$ cat src/rtl/keyseq_pkg.sv
// Shared types and constants for the keypad code-entry controller.
// Optional build macro KEYSEQ_BACKSPACE_EN is interpreted by key_sequence_ctrl.
package keyseq_pkg;

    localparam int KEY_W         = 5;
    localparam int NUM_KEYS      = 12;
    localparam int KEY_BACKSPACE = 11;

    typedef enum logic [2:0] {
        IDLE    = 3'd0,
        ENTRY   = 3'd1,
        CHECK   = 3'd2,
        LOCKOUT = 3'd3
    } state_t;

    function automatic logic is_valid_key(input logic [KEY_W-1:0] code);
        return code < KEY_W'(NUM_KEYS);
    endfunction

endpackage

$ cat src/rtl/keyseq_timer.sv
// Clearable up-counter with two selectable terminal counts; done is high during
// the last counted cycle (count == TERM-1) while enabled.
module keyseq_timer #(
    parameter int WIDTH  = 8,
    parameter int TERM_A = 2,
    parameter int TERM_B = 2
) (
    input  logic clk,
    input  logic rst_n,
    input  logic clear,
    input  logic enable,
    input  logic sel_b,
    output logic done
);

    localparam logic [WIDTH-1:0] TC_A = WIDTH'(TERM_A - 1);
    localparam logic [WIDTH-1:0] TC_B = WIDTH'(TERM_B - 1);

    logic [WIDTH-1:0] count;

    always_ff @(posedge clk or negedge rst_n) begin
        if (!rst_n) begin
            count <= '0;
        end else if (clear) begin
            count <= '0;
        end else if (enable) begin
            count <= count + WIDTH'(1);
        end
    end

    assign done = enable && (count == (sel_b ? TC_B : TC_A));

endmodule

$ cat src/rtl/key_sequence_ctrl.sv
// Keypad session controller: collects SEQ_LEN keys, checks them against target_seq,
// and handles inactivity timeout and failure lockout. Macro KEYSEQ_BACKSPACE_EN makes key L a backspace.
module key_sequence_ctrl
    import keyseq_pkg::*;
#(
    parameter int SEQ_LEN     = 4,
    parameter int TIMEOUT_CYC = 125000000,
    parameter int MAX_FAIL    = 3,
    parameter int LOCK_CYC    = 250000000
) (
    input  logic                     clk,
    input  logic                     rst_n,
    input  logic                     start,
    input  logic [KEY_W-1:0]         key_code,
    input  logic                     key_valid,
    input  logic [KEY_W*SEQ_LEN-1:0] target_seq,
    output logic [KEY_W*SEQ_LEN-1:0] entry_buf,
    output logic [3:0]               entry_cnt,
    output logic                     busy,
    output logic                     locked,
    output logic                     match,
    output logic                     fail,
    output logic                     timeout,
    output logic [2:0]               state
);

    localparam int MAX_CYC = (TIMEOUT_CYC > LOCK_CYC) ? TIMEOUT_CYC : LOCK_CYC;
    localparam int TMR_W   = (MAX_CYC > 1) ? $clog2(MAX_CYC) : 1;
    localparam int FAIL_W  = $clog2(MAX_FAIL + 1);

    state_t              state_q;
    logic [FAIL_W-1:0]   fail_cnt;
    logic                key_ok;
    logic                in_entry;
    logic                in_lock;
    logic                tmr_enable;
    logic                tmr_clear;
    logic                tmr_done;

    assign in_entry   = (state_q == ENTRY);
    assign in_lock    = (state_q == LOCKOUT);
    assign key_ok     = key_valid && is_valid_key(key_code);
    assign tmr_enable = in_entry || in_lock;
    // One timer serves both phases; any accepted key, restart or expiry reloads it.
    assign tmr_clear  = !tmr_enable || tmr_done || (in_entry && (start || key_ok));
    assign state      = state_q;

    keyseq_timer #(
        .WIDTH  (TMR_W),
        .TERM_A (TIMEOUT_CYC),
        .TERM_B (LOCK_CYC)
    ) u_timer (
        .clk    (clk),
        .rst_n  (rst_n),
        .clear  (tmr_clear),
        .enable (tmr_enable),
        .sel_b  (in_lock),
        .done   (tmr_done)
    );

    always_ff @(posedge clk or negedge rst_n) begin
        if (!rst_n) begin
            state_q   <= IDLE;
            fail_cnt  <= '0;
            entry_buf <= '0;
            entry_cnt <= '0;
            busy      <= 1'b0;
            locked    <= 1'b0;
            match     <= 1'b0;
            fail      <= 1'b0;
            timeout   <= 1'b0;
        end else begin
            match   <= 1'b0;
            fail    <= 1'b0;
            timeout <= 1'b0;
            case (state_q)
                IDLE: begin
                    if (start) begin
                        state_q   <= ENTRY;
                        busy      <= 1'b1;
                        entry_buf <= '0;
                        entry_cnt <= '0;
                    end
                end
                ENTRY: begin
                    if (start) begin
                        entry_buf <= '0;
                        entry_cnt <= '0;
`ifdef KEYSEQ_BACKSPACE_EN
                    end else if (key_ok && key_code == KEY_W'(KEY_BACKSPACE)) begin
                        if (entry_cnt != 4'd0) begin
                            entry_cnt <= entry_cnt - 4'd1;
                            for (int k = 0; k < SEQ_LEN; k++) begin
                                if (4'(k) == entry_cnt - 4'd1) begin
                                    entry_buf[k*KEY_W +: KEY_W] <= '0;
                                end
                            end
                        end
`endif
                    end else if (key_ok) begin
                        for (int k = 0; k < SEQ_LEN; k++) begin
                            if (4'(k) == entry_cnt) begin
                                entry_buf[k*KEY_W +: KEY_W] <= key_code;
                            end
                        end
                        entry_cnt <= entry_cnt + 4'd1;
                        if (entry_cnt == 4'(SEQ_LEN - 1)) begin
                            state_q <= CHECK;
                        end
                    end else if (tmr_done) begin
                        state_q   <= IDLE;
                        busy      <= 1'b0;
                        timeout   <= 1'b1;
                        entry_buf <= '0;
                        entry_cnt <= '0;
                    end
                end
                CHECK: begin
                    busy <= 1'b0;
                    if (entry_buf == target_seq) begin
                        match    <= 1'b1;
                        fail_cnt <= '0;
                        state_q  <= IDLE;
                    end else begin
                        fail     <= 1'b1;
                        fail_cnt <= fail_cnt + FAIL_W'(1);
                        if (fail_cnt + FAIL_W'(1) == FAIL_W'(MAX_FAIL)) begin
                            state_q <= LOCKOUT;
                            locked  <= 1'b1;
                        end else begin
                            state_q <= IDLE;
                        end
                    end
                end
                LOCKOUT: begin
                    if (tmr_done) begin
                        state_q  <= IDLE;
                        locked   <= 1'b0;
                        fail_cnt <= '0;
                    end
                end
                default: begin
                    state_q <= IDLE;
                    busy    <= 1'b0;
                    locked  <= 1'b0;
                end
            endcase
        end
    end

endmodule

$ cat config.mk
export PLATFORM = sky130hd
export DESIGN_NAME = key_sequence_ctrl
export DESIGN_NICKNAME = d
export VERILOG_FILES = /design/src/rtl/keyseq_pkg.sv /design/src/rtl/keyseq_timer.sv /design/src/rtl/key_sequence_ctrl.sv
export SDC_FILE = /design/constraint.sdc
export NUM_CORES = 1
export LEC_CHECK = 0
export BUFFER_PORTS_ARGS = -buffer_cell sky130_fd_sc_hd__buf_4
export CELL_PAD_IN_SITES_DETAIL_PLACEMENT = 1
export CELL_PAD_IN_SITES_GLOBAL_PLACEMENT = 1
export CORE_ASPECT_RATIO = 0.8
export CORE_MARGIN = 2
export CORE_UTILIZATION = 25
export DETAILED_ROUTE_END_ITERATION = 6
export PLACE_DENSITY = 0.5
export SLEW_MARGIN = 10
export SYNTH_ARGS = -nofsm -noshare
export SYNTH_HDL_FRONTEND = slang
export SYNTH_SLANG_ARGS = --single-unit
$ cat constraint.sdc
create_clock -name clk -period 2.9 [get_ports clk]
set_clock_uncertainty 0.1 [all_clocks]
set_input_delay 0.58 -clock clk [delete_from_list [all_inputs] [get_ports clk]]
set_output_delay 0.58 -clock clk [all_outputs]
set_load 0.02 [all_outputs]
==> Word-level counts from Yosys, hierarchy flattened <==
Index checks and enable logic that the tools add are counted.
{ "classes": {"add_sub_neg": 3, "mul": 0, "div_mod_pow": 0, "order_cmp": 1, "eq_ne": 23, "shifts": 0, "muxes": 44, "bitwise": 2, "reduce_logical": 23} }
{ "ops": {"columns": ["cell", "count"], "rows": [
  ["28-bit two-way mux", 3],
  ["20-bit two-way mux", 4],
  ["20-bit case mux with 2 select lines", 1],
  ["28-bit by 1-bit adder with 28-bit output, second input constant", 1],
  ["28-bit == test", 1],
  ["20-bit == test", 1],
  ["5-bit two-way mux", 4],
  ["4-bit by 3-bit != test with 1-bit output, second input constant", 5],
  ["4-bit AND reduction", 5],
  ["4-bit two-way mux", 4],
  ["3-bit two-way mux", 5],
  ["1-bit two-way mux", 14],
  ["3-bit case mux with 4 select lines", 1],
  ["2-bit != test, second input constant", 5],
  ["2-bit by 4-bit == test with 1-bit output, first input constant", 2],
  ["2-bit two-way mux", 4],
  ["4-bit case mux with 2 select lines", 1],
  ["3-bit by 2-bit == test with 1-bit output, second input constant", 2],
  ["1-bit case mux with 3 select lines", 2],
  ["3-bit AND reduction", 2],
  ["2-bit nonzero test", 3],
  ["5-bit by 4-bit less-than comparator with 1-bit output, second input constant", 1],
  ["5-bit AND reduction", 1],
  ["4-bit by 1-bit adder with 4-bit output, second input constant", 1],
  ["other kinds (16)", 23]
]} }
{ "totals": {"ff_bits": 62, "latchBits": 0, "ram_bits": 0, "rom_bits": 0, "in_bits": 29, "out_inout_bits": 32, "word_cells": 109, "memories": 0} }

==> Logic depth before layout (Yosys ltp) <==
{ "logic_depth": {"word_depth": 8, "depth_mapped": 7, "mapped_depth_nobuf": 6} }

==> Hierarchy <==
A second synthesis with hierarchy kept.
{ "hier_totals": {"hier_cells": 341, "area_unflattened_um2": 3418.3} }
{ "modules_own_cells": {"columns": ["mod", "n_inst", "cells_per_inst", "area_per_inst_um2", "seq_area_each_um2"], "rows": [
  ["key_sequence_ctrl", 1, 165, 1815.5, 850.8],
  ["keyseq_timer", 1, 176, 1602.8, 700.7]
]} }

==> Worst setup path after synthesis <==
OpenSTA, ideal clock, no wires.
{ "synth_path": {"path_type": "reg-to-reg", "start": "reg u_timer.count[18]", "end": "reg locked", "setup_time_ns": 0.122, "arrival_time_ns": 2.001, "required_ns": 2.678, "slack_ns": 0.678, "stages_incl_launch_ff": 6, "n_path_buf": 0, "period_less_slack_ns": 2.222, "cell_sequence": "dfrtp_1 or4b_1 nor4_4 mux2i_2 or3_1 a32o_1"} }
{ "synth_via": {"elab_chain_cells": 4} }
{ "synth_lines": {"columns": ["item", "line", "text"], "rows": [
  ["start: declaration", "keyseq_timer.sv:19", "logic [WIDTH-1:0] count;"],
  ["start signal: assignment", "keyseq_timer.sv:27", "count <= count + WIDTH'(1);"],
  ["28-bit == test", "keyseq_timer.sv:31", "assign done = enable && (count == (sel_b ? TC_B : TC_A));"],
  ["1-bit logical AND", "keyseq_timer.sv:31", null],
  ["2-bit by 1-bit != test with 1-bit output (no source line)", null, null],
  ["4-bit AND reduction (no source line)", null, null],
  ["end signal: assignment", "key_sequence_ctrl.sv:68", "locked <= 1'b0;"],
  ["end signal: assignment", "key_sequence_ctrl.sv:129", "locked <= 1'b1;"],
  ["end signal: assignment", "key_sequence_ctrl.sv:138", "locked <= 1'b0;"],
  ["end: declaration", "key_sequence_ctrl.sv:20", "output logic locked,"]
]} }
Every way passes these cells.
A chain may end at the register's enable or synchronous reset.

==> Worst setup path in the final report <==
{ "layout_path": {"start": "reg u_timer.count[23]", "end": "reg entry_buf[9]"} }
{ "layout_via": {"elab_chain_cells": 4} }
{ "layout_lines": {"columns": ["item", "line", "text"], "rows": [
  ["28-bit == test", "keyseq_timer.sv:31", null],
  ["1-bit logical AND", "keyseq_timer.sv:31", null],
  ["4-bit by 3-bit != test with 1-bit output (no source line)", null, null],
  ["4-bit AND reduction (no source line)", null, null],
  ["end signal: indexed assignment", "key_sequence_ctrl.sv:103", "entry_buf[k*KEY_W +: KEY_W] <= key_code;"],
  ["end: declaration", "key_sequence_ctrl.sv:17", "output logic [KEY_W*SEQ_LEN-1:0] entry_buf,"]
]} }
Every way passes these cells.

==> flow_metrics.py <==
metrics = {
    "floorplanning": {
        "initial_core_util_pct": 25.8,
        "coreArea_sq_mm": 0.0130,
        "pin_count": 61,
        "rows": 37,
        "fp.dieH_microns": 107,
        "die_area_sq_mm": 0.0143,
        "fp.dieW_microns": 133,
    },
    "routing": {
        "vias": 2738,
        "drt_wl_total_mm": 9.77,
        "drtIter0Drc": 123,
        "routedWlPerCell_microns": 16.9,
        "drc": 0,
        "avgViaCountPerCell": 4.74,
        "ant_nets": 0,
        "firstDrtPassIters": 4,
    },
    "layout": {
        "most-common-layout-cells": "buf_4 (68), dfrtp_1 (62), nor2_1 (44)",
        "fin_nets": 432,
        "finish.utilization_pct": 33.4,
        "final_common_cell": "buf_4",
        "final_cells": 578,
        "syn2layout_area_growth_pct": 29.3,
        "drive_gt1_share_pct": 22.9,
    },
    "synthesis": {
        "yosysSeqAreaShare_pct": 46.4,
        "syn_area_per_cell_sq_um": 10.2,
        "synth-main-ff-cell": "dfrtp_1",
        "synth_area_sq_mm": 0.00335,
        "syn_inst": 328,
        "ys_ff_latch": 62,
        "synth_fp_nets": 363,
        "yosysWarnings": 0,
        "synthArstFlopShare_pct": 100,
        "ys_types": 46,
        "synth_edf_count": 0,
    },
    "clock_tree": {
        "cts-hold-fix-buffers": 0,
        "path_clk_slew_ns": 0.05,
        "cts_root_buf": "clkbuf_16",
        "cts_sinks": 62,
        "h-tree-depth": 3,
        "cts_buffers": 9,
        "post_cts_buffers": 0,
        "cts_tree": "built",
        "clk_path_buf_depth": 2,
        "clock_latency_ns": 0.34,
        "cts_resized": 0,
    },
    "pwr": {
        "peakVddDrop_mv": 0.256,
        "p_leak_nw": 1.85,
        "power.total_w": 0.00215,
        "powerDensity_mw_per_mm2": 496,
    },
    "placed_design": {
        "dp_hpwl_mm": 7.14,
        "io_buffers": 60,
        "place_congestion": 0.757,
        "dp.cells": 561,
    },
    "global_routing": {
        "grt_pass1_wl_mm": 16.1,
        "grt_max_degree": 63,
        "grt_pass1_vias": 2907,
        "overflow": 0,
        "grt_usage_pct": 14.7,
        "antenna_found_initial": 0,
    },
    "timing": {
        "slew_viol_final": 0,
        "setup_tns_ns": 0,
        "min_period_ns": 2.50,
        "finalCritPeriodShare_pct": 86.2,
        "fmax_ghz": 0.400,
        "hold_slack_ns": 0.237,
        "hold_viol": 0,
        "finalSetupViolCount": 0,
        "rsz0062_at_grt": "false",
        "slew_headroom_pct": 44.9,
        "worst_slew_pin_slew_ns": 0.826,
    },
    "critical_path": {
        "crit_start": "u_timer.count[23]",
        "r2r_start": "u_timer.count[23]",
        "endpoint_kind": "register",
        "start_kind": "register",
        "worstPathMaxFanout": 17,
        "worst-endpoint-required_ns": 3.03,
        "crit_type": "register to register",
        "crit_arrival_ns": 2.63,
        "r2r_cells": 6,
    },
    "outcome": {
        "status": "completed",
    },
    "hold_path": {
        "hold_class": "input pin to asynchronous set/reset pin",
    },
    "flow_run": {
        "maxCapViolCount": 0,
    },
}
## logic make-up after synthesis
group                    after synthesis  synth area share [%]
AND/OR/NAND/NOR                      127                  19.9
AO/OA/AOI/OAI                         63                  15.1
flip-flops                            62                  46.4
XOR/XNOR                              47                  12.3
buffers and inverters                 18                  2.51
adder cells (fa/ha/maj)                6                  2.24
multiplexers                           4                  1.42
other                                  1                 0.112
## synthesized netlist by cell type, types with 3 or more instances
library cell / n / area (sq um)
a22o_1: 5 / 43.8
a21oi_1: 8 / 40.0
o2bb2ai_1: 17 / 149
and3_1: 4 / 25.0
nor3_1: 5 / 25.0
nand2_1: 20 / 75.1
ha_1: 6 / 75.1
and4_1: 4 / 35.0
o21a_1: 5 / 37.5
inv_1: 8 / 30.0
a21o_1: 3 / 22.5
nor4_1: 6 / 37.5
dfrtp_1: 62 / 1550
xnor2_1: 10 / 87.6
mux2_2: 3 / 33.8
clkbuf_1: 6 / 22.5
xor2_1: 37 / 324
nor2_1: 44 / 165
nand2b_1: 4 / 25.0
nand3_1: 12 / 60.1
a22oi_1: 16 / 120
nand4b_1: 3 / 26.3
nand4_1: 11 / 68.8
or3_1: 4 / 25.0
## path summary, 6_finish.rpt
kind | end | slack, ns
max in group asynchronous | fail | 1.92
worst min register to register | u_timer.count[0] | 0.39
worst max-delay path | entry_buf[9] | 0.40
worst max register to register | entry_buf[9] | 0.40
worst min-delay path | u_timer.count[3] | 0.24
min in group clk | u_timer.count[0] | 0.39
## power by group
group	leakage [nW]	internal (W)	switching (W)
clock	0.152	0.000707	0.000401
combinational	0.838	0.0000625	0.0000936
sequential	0.861	0.000873	0.00000800
total	1.85	0.00164	0.000503
## metal layers
metal  GRT usage, %  part of all wire (%)  up-vias  routed length [microns]
li1               -                     -     1320                        -
met1           22.0                    54     1366                     5300
met2           19.7                    41       37                     3980
met3           3.72                   3.2       15                      316
met4           6.23                   1.8        0                      174
met5              0                     0        -                        0
## critical path, cell delays in order, from the launching register on
cell and delay [ns]:
dfrtp_1 0.41, or4b_1 0.59, nor4_4 0.34, a21oi_1 0.19
a21o_1 0.31, buf_4 0.25, o21a_1 0.20
## per-stage QoR
stage / setup WS [ns] / area, sq um
finish: 0.400 / 4330
global route: 0.136 / 4320
CTS: 0.411 / 4320
detailed placement: 0.421 / 4020
global placement: 0.416 / 4020
floorplan: 0.678 / 3350
## registers in the layout, indices dropped and copies added (netlist names)
signal         cells
busy               1
entry_buf         20
entry_cnt          4
fail               1
fail_cnt           2
locked             1
match              1
state              3
timeout            1
u_timer.count     28
## final cells by class
| class | count | area, sq um |
|---|---|---|
| diodes | 1 | 2.50 |
| clock buffers | 12 | 256 |
| clock inverters | 4 | 45.0 |
| fillers | 1492 | 8640 |
| inverters | 8 | 30.0 |
| multi-input cells | 248 | 1710 |
| flip-flops and latches | 62 | 1550 |
| well taps | 175 | 219 |
| repair buffers | 68 | 510 |
Note: power is estimated with default switching activity, not from simulation.
